==> src/rtl/dmem_pkg.sv <==
// Shared types for the two-port data-memory arbiter: FSM state encoding and
// the wr_rd command encoding used on both requester ports and the memory port.
package dmem_pkg;

    typedef enum logic [1:0] {
        ARB    = 2'd0,
        LOCK_A = 2'd1,
        LOCK_B = 2'd2
    } state_e;

    localparam logic WR_RD_WRITE = 1'b0;
    localparam logic WR_RD_READ  = 1'b1;

endpackage

==> src/rtl/rr_arb2.sv <==
// Two-requester round-robin grant logic with a priority pointer that flips to
// the loser after every contended grant; the owner FSM may force the pointer.
module rr_arb2 (
    input  logic clk,
    input  logic rst,
    input  logic en,
    input  logic req_a,
    input  logic req_b,
    input  logic force_ptr,
    input  logic force_ptr_b,
    output logic gnt_a,
    output logic gnt_b,
    output logic ptr_b
);

    // ptr_q == 0 favours A, 1 favours B
    logic ptr_q;
    logic ptr_d;
    logic contended;

    assign contended = en && req_a && req_b;

    always_comb begin
        gnt_a = 1'b0;
        gnt_b = 1'b0;
        if (en) begin
            if (req_a && req_b) begin
                gnt_a = !ptr_q;
                gnt_b = ptr_q;
            end else begin
                gnt_a = req_a;
                gnt_b = req_b;
            end
        end

        ptr_d = ptr_q;
        if (force_ptr) begin
            ptr_d = force_ptr_b;
        end else if (contended) begin
            ptr_d = !ptr_q;
        end
    end

    always_ff @(posedge clk or negedge rst) begin
        if (!rst) begin
            ptr_q <= 1'b0;
        end else begin
            ptr_q <= ptr_d;
        end
    end

    assign ptr_b = ptr_q;

endmodule

==> src/rtl/dmem_arbiter.sv <==
// Two-port single-clock data-memory arbiter with one-cycle read return.
// Optional ownership locking is compiled in only when DMEM_ARB_LOCK_EN is defined.
module dmem_arbiter
    import dmem_pkg::*;
#(
    parameter int DATA_WIDTH = 32,
    parameter int ADDR_WIDTH = 10,
    parameter int LOCK_MAX   = 8
) (
    input  logic                  clk,
    input  logic                  rst,
    input  logic                  a_req,
    input  logic                  a_wr_rd,
    input  logic [ADDR_WIDTH-1:0] a_addr,
    input  logic [DATA_WIDTH-1:0] a_wdata,
    input  logic                  a_lock,
    input  logic                  b_req,
    input  logic                  b_wr_rd,
    input  logic [ADDR_WIDTH-1:0] b_addr,
    input  logic [DATA_WIDTH-1:0] b_wdata,
    input  logic                  b_lock,
    output logic                  a_gnt,
    output logic                  b_gnt,
    output logic                  a_rvalid,
    output logic                  b_rvalid,
    output logic [DATA_WIDTH-1:0] a_rdata,
    output logic [DATA_WIDTH-1:0] b_rdata,
    output logic [ADDR_WIDTH-1:0] mem_addr,
    output logic [DATA_WIDTH-1:0] mem_data_in,
    output logic                  mem_wr_rd,
    input  logic [DATA_WIDTH-1:0] mem_data_out,
    output logic [15:0]           conflict_cnt,
    output state_e                dbg_state
);

    // Handshake: x_req (with its command fields) is held until x_gnt is seen
    // high in the same cycle; the command is consumed on that rising edge.
    state_e state_q, state_d;
    logic   gnt_a, gnt_b, ptr_b;
    logic   arb_req_a, arb_req_b;
    logic   force_ptr, force_ptr_b;

    logic                  a_rvalid_q, a_rvalid_d, b_rvalid_q, b_rvalid_d;
    logic [DATA_WIDTH-1:0] a_rdata_q, a_rdata_d, b_rdata_q, b_rdata_d;
    logic [ADDR_WIDTH-1:0] mem_addr_q, mem_addr_d;
    logic [DATA_WIDTH-1:0] mem_data_q, mem_data_d;
    logic [15:0]           conflict_q, conflict_d;
    logic                  unused_ptr;

    assign arb_req_a  = a_req && (state_q != LOCK_B);
    assign arb_req_b  = b_req && (state_q != LOCK_A);
    assign unused_ptr = ptr_b;

    rr_arb2 u_rr_arb2 (
        .clk         (clk),
        .rst         (rst),
        .en          (rst),
        .req_a       (arb_req_a),
        .req_b       (arb_req_b),
        .force_ptr   (force_ptr),
        .force_ptr_b (force_ptr_b),
        .gnt_a       (gnt_a),
        .gnt_b       (gnt_b),
        .ptr_b       (ptr_b)
    );

`ifdef DMEM_ARB_LOCK_EN
    localparam int CW = $clog2(LOCK_MAX + 1);
    localparam logic [CW-1:0] LOCK_LAST = CW'(LOCK_MAX - 1);

    logic [CW-1:0] lock_cnt_q, lock_cnt_d;

    // lock_cnt counts grants already taken under the current lock, entry included
    always_comb begin
        state_d     = state_q;
        lock_cnt_d  = lock_cnt_q;
        force_ptr   = 1'b0;
        force_ptr_b = 1'b0;
        unique case (state_q)
            ARB: begin
                if (gnt_a && a_lock) begin
                    if (LOCK_MAX <= 1) begin
                        force_ptr   = 1'b1;
                        force_ptr_b = 1'b1;
                    end else begin
                        state_d    = LOCK_A;
                        lock_cnt_d = CW'(1);
                    end
                end else if (gnt_b && b_lock) begin
                    if (LOCK_MAX <= 1) begin
                        force_ptr   = 1'b1;
                        force_ptr_b = 1'b0;
                    end else begin
                        state_d    = LOCK_B;
                        lock_cnt_d = CW'(1);
                    end
                end
            end
            LOCK_A: begin
                if (!a_req || (gnt_a && a_lock && lock_cnt_q >= LOCK_LAST)) begin
                    state_d     = ARB;
                    lock_cnt_d  = '0;
                    force_ptr   = 1'b1;
                    force_ptr_b = 1'b1;
                end else if (gnt_a && !a_lock) begin
                    state_d    = ARB;
                    lock_cnt_d = '0;
                end else if (gnt_a) begin
                    lock_cnt_d = lock_cnt_q + CW'(1);
                end
            end
            LOCK_B: begin
                if (!b_req || (gnt_b && b_lock && lock_cnt_q >= LOCK_LAST)) begin
                    state_d     = ARB;
                    lock_cnt_d  = '0;
                    force_ptr   = 1'b1;
                    force_ptr_b = 1'b0;
                end else if (gnt_b && !b_lock) begin
                    state_d    = ARB;
                    lock_cnt_d = '0;
                end else if (gnt_b) begin
                    lock_cnt_d = lock_cnt_q + CW'(1);
                end
            end
            default: begin
                state_d    = ARB;
                lock_cnt_d = '0;
            end
        endcase
    end

    always_ff @(posedge clk or negedge rst) begin
        if (!rst) begin
            lock_cnt_q <= '0;
        end else begin
            lock_cnt_q <= lock_cnt_d;
        end
    end
`else
    logic unused_lock;
    localparam int UNUSED_LOCK_MAX = LOCK_MAX;

    assign unused_lock = a_lock | b_lock;

    always_comb begin
        state_d     = ARB;
        force_ptr   = 1'b0;
        force_ptr_b = 1'b0;
    end
`endif

    // Memory port follows the granted command; otherwise address/data park
    always_comb begin
        mem_addr    = mem_addr_q;
        mem_data_in = mem_data_q;
        mem_wr_rd   = WR_RD_READ;
        if (gnt_a) begin
            mem_addr    = a_addr;
            mem_data_in = a_wdata;
            mem_wr_rd   = a_wr_rd;
        end else if (gnt_b) begin
            mem_addr    = b_addr;
            mem_data_in = b_wdata;
            mem_wr_rd   = b_wr_rd;
        end
        mem_addr_d = mem_addr;
        mem_data_d = mem_data_in;
    end

    always_comb begin
        a_rvalid_d = gnt_a && (a_wr_rd == WR_RD_READ);
        b_rvalid_d = gnt_b && (b_wr_rd == WR_RD_READ);
        a_rdata    = a_rvalid_q ? mem_data_out : a_rdata_q;
        b_rdata    = b_rvalid_q ? mem_data_out : b_rdata_q;
        a_rdata_d  = a_rdata;
        b_rdata_d  = b_rdata;
        conflict_d = conflict_q;
        if (a_req && b_req && (conflict_q != 16'hFFFF)) begin
            conflict_d = conflict_q + 16'd1;
        end
    end

    always_ff @(posedge clk or negedge rst) begin
        if (!rst) begin
            state_q    <= ARB;
            a_rvalid_q <= 1'b0;
            b_rvalid_q <= 1'b0;
            a_rdata_q  <= '0;
            b_rdata_q  <= '0;
            mem_addr_q <= '0;
            mem_data_q <= '0;
            conflict_q <= '0;
        end else begin
            state_q    <= state_d;
            a_rvalid_q <= a_rvalid_d;
            b_rvalid_q <= b_rvalid_d;
            a_rdata_q  <= a_rdata_d;
            b_rdata_q  <= b_rdata_d;
            mem_addr_q <= mem_addr_d;
            mem_data_q <= mem_data_d;
            conflict_q <= conflict_d;
        end
    end

    assign a_gnt        = gnt_a;
    assign b_gnt        = gnt_b;
    assign a_rvalid     = a_rvalid_q;
    assign b_rvalid     = b_rvalid_q;
    assign conflict_cnt = conflict_q;
    assign dbg_state    = state_q;

endmodule

==> config.mk <==
export PLATFORM = sky130hd
export DESIGN_NAME = dmem_arbiter
export DESIGN_NICKNAME = d
export VERILOG_FILES = /design/src/rtl/dmem_pkg.sv /design/src/rtl/rr_arb2.sv /design/src/rtl/dmem_arbiter.sv
export SDC_FILE = /design/constraint.sdc
export NUM_CORES = 1
export LEC_CHECK = 0
export CAP_MARGIN = 20
export CELL_PAD_IN_SITES_DETAIL_PLACEMENT = 0
export CELL_PAD_IN_SITES_GLOBAL_PLACEMENT = 1
export CORE_MARGIN = 3
export CORE_UTILIZATION = 34
export CTS_BUF_LIST = sky130_fd_sc_hd__clkbuf_4 sky130_fd_sc_hd__clkbuf_8
export DETAILED_ROUTE_END_ITERATION = 8
export GPL_TIMING_DRIVEN = 0
export HOLD_SLACK_MARGIN = 0.08
export PLACE_DENSITY = 0.87
export SETUP_SLACK_MARGIN = 0.02
export SYNTH_ARGS = -nofsm -noshare
export SYNTH_HDL_FRONTEND = slang
export SYNTH_SLANG_ARGS = --single-unit
==> constraint.sdc <==
create_clock -name clk -period 5.7 [get_ports clk]
set_clock_uncertainty 0.1 [all_clocks]
set_input_delay 1.14 -clock clk [delete_from_list [all_inputs] [get_ports clk]]
set_output_delay 1.14 -clock clk [all_outputs]
set_load 0.005 [all_outputs]
==> results of run 1 <==
[metrics by stage]
step                      setup TNS, ns  std cells
final                                 0        874
after global routing                  0        874
after CTS                             0        874
after detailed placement              0        842
after global placement          -482.06        841
after floorplan                       0        409
[metal layers]
layer  part of all wire  vias up  global-route usage
li1                   -     1957                   -
met1               0.39     2018               0.204
met2               0.50      170               0.299
met3              0.091       17              0.0753
met4              0.014        0              0.0550
met5                  0        -                   0
[cell families (layout without fill, tap and decap cells)]
family,count (synthesis),in the layout,synth area share
other cells,1,2,0.000719
compound gates,46,46,0.0475
buf+inv,31,312,0.0252
xor+xnor,15,15,0.0252
mux,107,107,0.221
simple gates,82,82,0.0789
fa+ha+maj,1,1,0.00240
flops,125,125,0.599
[final timing paths]
check / from / to / slack, ns / depth (start not counted)
max in group asynchronous: rst / b_rvalid / 4.20 / 2
max: b_req / mem_data_in[23] / 0.70 / 9
max reg2reg: u_rr_arb2.ptr_b / mem_data_q[23] / 3.52 / 7
min in group asynchronous: rst / mem_data_q[19] / 0.57 / 1
min reg2reg: a_rdata_q[29] / a_rdata_q[29] / 0.39 / 1
min: a_rdata_q[29] / a_rdata_q[29] / 0.39 / 1
[sequential cells by signal (all words and copies together), names as in the netlist]
signal	flops
a_rvalid	1
mem_data_q	32
mem_addr_q	10
conflict_cnt	16
b_rvalid	1
a_rdata_q	32
u_rr_arb2.ptr_b	1
b_rdata_q	32
[cells in the mapped netlist (2+ instances only)]
master / n
dfrtp_1: 125
mux2_2: 65
nand2_1: 47
mux2i_1: 42
o21ai_0: 42
xor2_1: 14
clkbuf_1: 11
buf_1: 6
buf_2: 6
inv_1: 6
nand3_1: 6
nor2_1: 6
nand4_1: 4
and4_1: 3
nor3_1: 3
buf_4: 2
nor3b_1: 2
nor4_1: 2
nor4b_1: 2
[cell type report]
| class | instances | area, sq um | share of cell area |
|---|---|---|---|
| flip-flops and latches | 125 | 3130 | 0.373 |
| repair buffers | 249 | 2510 | 0.299 |
| multi-input cells | 253 | 1960 | 0.234 |
| clock buffers | 21 | 283 | 0.0337 |
| well taps | 184 | 230 | 0.0275 |
| clock inverters | 11 | 140 | 0.0167 |
| plain buffers | 25 | 109 | 0.0130 |
| inverters | 6 | 22.5 | 0.00269 |
[worst reg2reg max path, cell delays in order, from the launching register on]
cell	delay, ns
dfrtp_1	0.40
nand2_1	0.08
nand3_1	0.13
inv_1	0.20
clkbuf_1	0.36
clkbuf_1	0.48
nand2_1	0.11
o21ai_0	0.19
[report_power, final]
part	internal [uW]	switching, uW	total [uW]
registers	1170	107	1280
clock network	470	345	815
logic	767	441	1210
==> impl_metrics.py, run 1 <==
metrics = {
    "timing": {
        "finalCritPeriodShare": 0.877,
        "fin_hold_ws_ns": 0.394,
        "layout_setup_ws_ns": 0.703,
        "final_max_slew_viol_count": 0,
        "finalHoldViolCount": 0,
        "setup_viol": 0,
        "fmax_mhz": 200,
        "fin_crit_ns": 5.00,
        "worstMarginPinSlew_ns": 0.607,
        "rsz0062_at_grt": "no",
        "max_slew_margin": 0.595,
    },
    "logic_synthesis": {
        "synth_area_sq_um": 5220,
        "ys_async_sr_fraction": 1.00,
        "netlist_instances": 408,
        "synth_cell_type_count": 33,
        "yosysWarnings": 0,
        "synth_ff_type": "dfrtp_1",
        "synth_seq_cells": 125,
        "synthTopCellsByArea": "dfrtp_1 (60%), mux2_2 (14%), mux2i_1 (8.1%)",
        "synth-edff-count": 0,
        "synth.avg_cell_area_sq_um": 12.8,
        "synth.largest_area_cell": "dfrtp_1",
        "synth_top_cell_area_share": 0.599,
        "yosysSeqAreaShare": 0.599,
    },
    "worst_setup_path": {
        "path_max_fanout": 10,
        "cp_num_buf_inv": 5,
        "cp_cell_sequence": "clkdlybuf4s50_1, nand2_1, nand3_1, inv_1, clkbuf_1, clkbuf_1, nand2_1, o21ai_0, clkdlybuf4s50_1",
        "crit_family": "buffers and inverters",
        "crit_path_max_incr_delay_ns": 0.58,
        "arrival_ns": 3.76,
        "crit_path_end_kind": "primary output",
        "crit_type": "input pin to primary output",
        "cp.required_ns": 4.46,
        "start_kind": "input pin",
        "cp_slowest_cell": "clkdlybuf4s50_1",
    },
    "final_layout": {
        "final_cell_mix": "clkdlybuf4s50_1 (247), dfrtp_1 (125), mux2_2 (65)",
        "mostFrequentLayoutCell": "clkdlybuf4s50_1",
        "final_util": 0.568,
        "fin_nets": 802,
        "fillers": 1237,
        "drive_gt1_frac": 0.165,
        "diodes": 0,
        "final_cell_area_sq_um": 8390,
        "syn2layout_area_growth_pct": 60.7,
    },
    "routing": {
        "drt_iter0_markers": 111,
        "num_vias": 4162,
        "vias_per_cell": 4.76,
        "wl_mm": 15.1,
        "drc_errors": 0,
        "postRouteAntennaNets": 0,
        "wl_per_cell_um": 17.2,
        "drt_pass1_iterations": 4,
    },
    "clock_network": {
        "hold_buffers": 0,
        "cts-resized-gates": 0,
        "post_cts_buffers": 0,
        "cts_buffers": 17,
        "cts.sinks": 125,
        "insertion_delay_ns": 0.43,
        "h-tree-depth": 4,
        "clock_path_buffers": 2,
        "clk_pin_slew_worst_paths_ns": 0.07,
        "cts_tree": "done",
        "clock-root-buffer": "clkbuf_8",
    },
    "grt": {
        "grt_pass1_wl_mm": 23.1,
        "grt_start_max_net_pins": 70,
        "grt_usage": 0.177,
        "grt_pass1_vias": 4411,
        "overflow": 0,
        "antenna_found_initial": 0,
    },
    "outcome": {
        "status": "complete, no violations",
    },
    "pwr": {
        "total_power_uw": 3300,
        "power_density_nw_per_um2": 393,
        "p_leak_uw": 0.00367,
        "vdd_drop_max_mv": 0.219,
    },
    "floorplanning": {
        "core_sq_um": 14800,
        "start_util": 0.354,
        "die_x_um": 130,
        "die_y_um": 130,
        "row_count": 44,
        "die-area_sq_um": 16900,
        "io_pins": 253,
    },
    "placement": {
        "place_congestion": 0.801,
        "io_buffers": 248,
        "place_worst_setup_slack_ns": 0.535,
        "hpwl_mm": 11.5,
        "postPlaceCellArea_sq_um": 7960,
    },
    "job": {
        "drv_cap": 0,
    },
    "worst_hold_path": {
        "min_path_type": "flop to flop",
    },
}
(Power assumes the default switching activity.)
==> run 2: changes to the inputs <==
--- a/config.mk
+++ b/config.mk
@@ -9,12 +9,12 @@
 export CELL_PAD_IN_SITES_DETAIL_PLACEMENT = 0
 export CELL_PAD_IN_SITES_GLOBAL_PLACEMENT = 1
 export CORE_MARGIN = 3
-export CORE_UTILIZATION = 34
+export CORE_UTILIZATION = 30
 export CTS_BUF_LIST = sky130_fd_sc_hd__clkbuf_4 sky130_fd_sc_hd__clkbuf_8
 export DETAILED_ROUTE_END_ITERATION = 8
 export GPL_TIMING_DRIVEN = 0
 export HOLD_SLACK_MARGIN = 0.08
-export PLACE_DENSITY = 0.87
+export PLACE_DENSITY = 0.78
 export SETUP_SLACK_MARGIN = 0.02
 export SYNTH_ARGS = -nofsm -noshare
 export SYNTH_HDL_FRONTEND = slang
==> constraint.sdc (replaced) <==
create_clock -name clk -period 5.7 [get_ports clk]
set_clock_uncertainty 0.1 [all_clocks]
set_input_delay 1.14 -clock clk [delete_from_list [all_inputs] [get_ports clk]]
set_output_delay 1.14 -clock clk [all_outputs]
set_load 0.02 [all_outputs]
==> impl_metrics.py, run 2 (synthesis gave the netlist of run 1 again) <==
metrics = {
    "worst_setup_path": {
        "cp.required_ns": 4.46,
        "cp_common_cell": "clkbuf_1",
        "crit_type": "input pin to primary output",
        "arrival_ns": 3.90,
        "crit_path_end_kind": "primary output",
        "start_kind": "input pin",
        "cp_num_buf_inv": 5,
        "path_max_fanout": 59,
        "crit_family": "buffers and inverters",
        "cp_cell_sequence": "buf_6, nand3_1, inv_1, clkbuf_1, clkbuf_1, nand2_1, o21ai_0, clkdlybuf4s50_1",
        "crit_path_max_incr_delay_ns": 0.70,
        "cp_slowest_cell": "clkdlybuf4s50_1",
    },
    "timing": {
        "fin_crit_ns": 5.14,
        "final_max_slew_viol_count": 0,
        "setup_tns_ns": 0,
        "setup_viol": 0,
        "max_slew_margin": 0.564,
        "rsz0062_at_grt": "no",
        "fmax_mhz": 195,
        "finalHoldViolCount": 0,
        "finalCritPeriodShare": 0.901,
        "worstMarginPinSlew_ns": 0.654,
    },
    "final_layout": {
        "final_cell_mix": "clkdlybuf4s50_1 (247), dfrtp_1 (125), mux2_2 (65)",
        "mostFrequentLayoutCell": "clkdlybuf4s50_1",
        "final_util": 0.501,
        "reg_top3": "a_rdata_q x32, b_rdata_q x32, mem_data_q x32",
        "diodes": 0,
        "syn2layout_area_growth_pct": 61.4,
        "fin_nets": 802,
        "fillers": 1522,
        "drive_gt1_frac": 0.165,
    },
    "clock_network": {
        "clock_path_buffers": 2,
        "cts.sinks": 125,
        "post_cts_buffers": 0,
        "cts-resized-gates": 0,
        "clock-root-buffer": "clkbuf_8",
        "cts_tree": "done",
        "hold_buffers": 0,
        "clk_pin_slew_worst_paths_ns": 0.07,
        "cts_buffers": 17,
        "insertion_delay_ns": 0.42,
        "h-tree-depth": 4,
    },
    "pwr": {
        "power_switching_uw": 1240,
        "pwr-share-clk": 0.220,
        "p_leak_uw": 0.00366,
        "netSwitchingFraction": 0.342,
        "intPower_uw": 2390,
        "power_density_nw_per_um2": 431,
        "vdd_drop_max_mv": 0.247,
        "p_comb_frac": 0.428,
        "seq_power_share": 0.352,
    },
    "routing": {
        "wl_per_cell_um": 17.2,
        "drc_errors": 0,
        "drt_iter0_markers": 84,
        "drt_pass1_iterations": 4,
        "vias_per_cell": 4.58,
        "num_vias": 4164,
        "postRouteAntennaNets": 0,
        "wl_mm": 15.6,
    },
    "floorplanning": {
        "die_x_um": 138,
        "core_sq_um": 16800,
        "io_pins": 253,
        "start_util": 0.310,
        "die_y_um": 138,
        "row_count": 47,
        "die-area_sq_um": 19000,
    },
    "grt": {
        "overflow": 0,
        "grt_start_max_net_pins": 71,
        "grt_usage": 0.162,
        "antenna_found_initial": 0,
        "gr-usage-met2": 0.281,
        "grt_pass1_vias": 4534,
        "grt.met3_usage": 0.0671,
        "use_met1": 0.183,
        "top_usage_layer": "met2",
        "grt_pass1_wl_mm": 23.7,
    },
    "placement": {
        "hpwl_mm": 12.0,
        "place_congestion": 0.761,
        "io_buffers": 248,
    },
    "worst_hold_path": {
        "min_path_type": "flop to flop",
    },
    "job": {
        "drv_cap": 0,
    },
    "outcome": {
        "status": "complete, no violations",
    },
}
==> run 2: layout make-up <==
type / count / area (sq um) / area share
clock inverter: 9 / 110 / 0.0131
timing repair buffer: 249 / 2510 / 0.298
sequential: 125 / 3130 / 0.371
clock buffer: 23 / 304 / 0.0361
inverter: 6 / 22.5 / 0.00267
multi-input combinational: 253 / 1960 / 0.233
buffer: 25 / 109 / 0.0129
tap: 220 / 275 / 0.0327
==> run 2: metal layers <==
layer	wire, um	part of all wire	vias up
met3	1470	0.094	17
met5	0	0	-
met1	5960	0.38	2030
met4	278	0.018	0
met2	7930	0.51	165
li1	-	-	1952
==> run 2: through the flow <==
| step | std cells | power (uW) | cell area, sq um | hold WS, ns | worst slack [ns] |
|---|---|---|---|---|---|
| floorplan | 409 | 2050 | 5220 | 0.364 | 2.06 |
| global placement | 877 | 2830 | 7980 | 0.379 | -4.62 |
| detailed placement | 878 | 2870 | 8010 | 0.386 | 0.373 |
| CTS | 910 | 3680 | 8420 | 0.403 | 0.348 |
| global route | 910 | 3830 | 8420 | 0.412 | 0.105 |
| finish | 910 | 3630 | 8420 | 0.398 | 0.563 |
==> run 2: power by group through the flow <==
stage / logic (uW) / clock network, uW / registers [uW]
2_1_floorplan: 754 / 0 / 1290
3_3_place_gp: 1550 / 0 / 1280
3_5_place_dp: 1570 / 0 / 1300
4_1_cts: 1580 / 823 / 1280
5_1_grt: 1660 / 865 / 1310
6_report: 1550 / 797 / 1280
==> run 2: final timing paths <==
path	end	start	slack, ns	cells past startpoint
worst min-delay path	a_rdata_q[21]	a_rdata_q[21]	0.40	1
worst max-delay path	mem_data_in[30]	rst	0.56	8
min in group asynchronous	b_rdata_q[10]	rst	0.58	1
max in group asynchronous	mem_data_q[8]	rst	4.19	2
worst min register to register	a_rdata_q[21]	a_rdata_q[21]	0.40	1
worst max register to register	mem_data_q[23]	u_rr_arb2.ptr_b	3.51	7
==> run 3: changes to the inputs <==
--- a/config.mk
+++ b/config.mk
@@ -5,6 +5,7 @@
 export SDC_FILE = /design/constraint.sdc
 export NUM_CORES = 1
 export LEC_CHECK = 0
+export ABC_AREA = 1
 export CAP_MARGIN = 20
 export CELL_PAD_IN_SITES_DETAIL_PLACEMENT = 0
 export CELL_PAD_IN_SITES_GLOBAL_PLACEMENT = 1
@@ -14,7 +15,7 @@
 export DETAILED_ROUTE_END_ITERATION = 8
 export GPL_TIMING_DRIVEN = 0
 export HOLD_SLACK_MARGIN = 0.08
-export PLACE_DENSITY = 0.78
+export PLACE_DENSITY = 0.8
 export SETUP_SLACK_MARGIN = 0.02
 export SYNTH_ARGS = -nofsm -noshare
 export SYNTH_HDL_FRONTEND = slang
==> impl_metrics.py, run 3 <==
metrics = {
    "logic_synthesis": {
        "yosysSeqAreaShare": 0.580,
        "synth_area_sq_um": 5400,
        "synth.avg_cell_area_sq_um": 10.2,
        "synthTopCellsByArea": "dfrtp_1 (58%), mux2_2 (13%), nand2_1 (10%)",
        "synth-edff-count": 0,
        "yosys.area_share.xor_xnor": 0.0114,
        "synth.most_common_cell": "nand2_1",
        "yosysWarnings": 0,
        "ys_async_sr_fraction": 1.00,
        "synth_top_cells_by_count": "nand2_1 (148), dfrtp_1 (125), mux2_2 (64)",
        "synth_top_cell_area_share": 0.580,
        "synth_mux_area_frac": 0.134,
        "synth_seq_cells": 125,
        "synth_top_family_by_area": "simple AND/OR/NAND/NOR gates",
        "synth_cell_type_count": 25,
        "synth_compound_area_frac": 0.0605,
        "synth_fa_ha_area_frac": 0.00232,
        "yosys.area_share.simple": 0.167,
        "netlist_instances": 529,
        "synth_ff_type": "dfrtp_1",
        "synth.largest_area_cell": "dfrtp_1",
    },
    "timing": {
        "max_slew_margin": 0.586,
        "finalCritPeriodShare": 0.863,
        "fin_crit_ns": 4.92,
        "fin_hold_ws_ns": 0.398,
        "setup_tns_ns": 0,
        "setup_viol": 0,
        "fmax_mhz": 203,
        "worstMarginPinSlew_ns": 0.621,
        "rsz0062_at_grt": "no",
        "final_max_slew_viol_count": 0,
        "finalHoldViolCount": 0,
    },
    "clock_network": {
        "clock_path_buffers": 2,
        "cts_tree": "done",
        "hold_buffers": 0,
        "post_cts_buffers": 0,
        "h-tree-depth": 4,
        "cts-resized-gates": 0,
        "clock-root-buffer": "clkbuf_8",
        "clk_pin_slew_worst_paths_ns": 0.08,
        "cts_buffers": 17,
        "cts.sinks": 125,
        "insertion_delay_ns": 0.43,
    },
    "final_layout": {
        "fin_cells": 1036,
        "ff_latch_area_sq_um": 3130,
        "diodes": 0,
        "fillers": 1620,
        "mostFrequentLayoutCell": "clkdlybuf4s50_1",
        "final_cell_mix": "clkdlybuf4s50_1 (247), nand2_1 (148), dfrtp_1 (125)",
        "drive_gt1_frac": 0.159,
        "fin_nets": 923,
        "syn2layout_area_growth_pct": 58.9,
        "reg_top3": "a_rdata_q x32, b_rdata_q x32, mem_data_q x32",
        "multiInputGateArea_sq_um": 2030,
    },
    "grt": {
        "antenna_found_initial": 0,
        "grt_pass1_vias": 4902,
        "grt_start_max_net_pins": 92,
        "overflow": 0,
        "grt_pass1_wl_mm": 26.4,
        "grt_usage": 0.169,
    },
    "routing": {
        "drt_pass1_iterations": 4,
        "drc_errors": 0,
        "drt_iter0_markers": 122,
        "vias_per_cell": 4.47,
        "postRouteAntennaNets": 0,
        "wl_mm": 16.5,
        "num_vias": 4636,
        "wl_per_cell_um": 15.9,
    },
    "worst_setup_path": {
        "crit_path_max_incr_delay_ns": 0.68,
        "cp_common_cell": "nand2_1",
        "crit_type": "input pin to primary output",
        "path_max_fanout": 91,
        "cp.required_ns": 4.46,
        "crit_path_end_kind": "primary output",
        "cp_cell_sequence": "buf_6, buf_16, nand2_1, a21oi_4, buf_2, nand2_1, a31oi_1, clkdlybuf4s50_1",
        "cp_slowest_cell": "clkdlybuf4s50_1",
        "start_kind": "input pin",
        "arrival_ns": 3.68,
    },
    "floorplanning": {
        "die_x_um": 140,
        "die_y_um": 140,
        "io_pins": 253,
        "row_count": 48,
        "die-area_sq_um": 19600,
        "start_util": 0.309,
        "core_sq_um": 17500,
    },
    "placement": {
        "place_congestion": 0.771,
        "io_buffers": 248,
        "dp.cells": 1004,
        "hpwl_mm": 12.3,
    },
    "pwr": {
        "vdd_drop_max_mv": 0.217,
        "power_density_nw_per_um2": 413,
        "p_leak_uw": 0.00368,
    },
    "worst_hold_path": {
        "min_path_type": "flop to flop",
    },
    "outcome": {
        "status": "complete, no violations",
    },
    "job": {
        "drv_cap": 0,
    },
}
==> run 3: changes by cell type in the layout (fill, tap and decap cells not counted), moves of 3 or more <==
cell	previous run	this run
a31oi_1	0	42
and4_1	3	0
buf_1	6	0
buf_2	6	16
clkbuf_8	21	18
clkinv_4	2	6
inv_1	6	23
mux2i_1	42	0
nand2_1	47	148
nand3_1	6	10
nor2_1	6	57
o21ai_0	42	6
xnor2_1	1	4
xor2_1	14	3
==> run 3: through the flow <==
stage               instance area [sq um]  total power (uW)  setup WS (ns)   util
CTS                                  8580              3600          0.635  0.491
detailed placement                   8190              2830          0.658  0.469
floorplan                            5400              2040           2.28      -
finish                               8580              3550          0.781  0.491
global placement                     8160              2810          -4.05  0.467
global route                         8580              3750          0.497  0.491
==> run 3: power by group <==
part / switching (uW) / internal (uW) / leakage (uW)
clock: 387 / 364 / 0.000191
combinational: 795 / 756 / 0.00199
sequential: 85.1 / 1160 / 0.00149
total: 1270 / 2280 / 0.00368
==> run 3: cell families (layout without fill, tap and decap cells) <==
| kind of cell | after synthesis | after routing |
|---|---|---|
| and+or+nand+nor | 227 | 227 |
| adders and majority gates | 1 | 1 |
| muxes | 64 | 64 |
| buffers and inverters | 53 | 334 |
| xor gates and xnor gates | 7 | 7 |
| DFF | 125 | 125 |
| AOI/OAI and AO/OA | 51 | 51 |
| other | 1 | 2 |
==> run 3: critical path, delay by kind of cell <==
kind            cells  cell delay, ns
simple gates        2            0.25
compound gates      2            0.51
buf+inv             4            1.73
==> run 3: layer usage <==
layer	track usage	up-vias	routed length (um)
li1	-	2275	-
met1	0.210	2180	7380
met2	0.272	171	7590
met3	0.0744	10	1320
met4	0.0377	0	178
met5	0	-	0
==> run 3: cell type report <==
cell class,count,area share
clock buffer,18,0.0289
multi-input combinational,352,0.237
inverter,24,0.0105
buffer,29,0.0177
tap,225,0.0328
timing repair buffer,249,0.293
sequential,125,0.365
clock inverter,14,0.0159
==> run 3: worst paths after layout <==
| path | start | to | slack (ns) | depth (start not counted) |
|---|---|---|---|---|
| max | rst | mem_data_in[22] | 0.78 | 8 |
| min | b_rdata_q[21] | b_rdata_q[21] | 0.40 | 1 |
| max reg2reg | u_rr_arb2.ptr_b | mem_data_q[22] | 3.94 | 6 |
| min reg2reg | b_rdata_q[21] | b_rdata_q[21] | 0.40 | 1 |
| max in group asynchronous | rst | a_rdata_q[12] | 4.21 | 2 |
| min in group asynchronous | rst | conflict_cnt[11] | 0.50 | 1 |
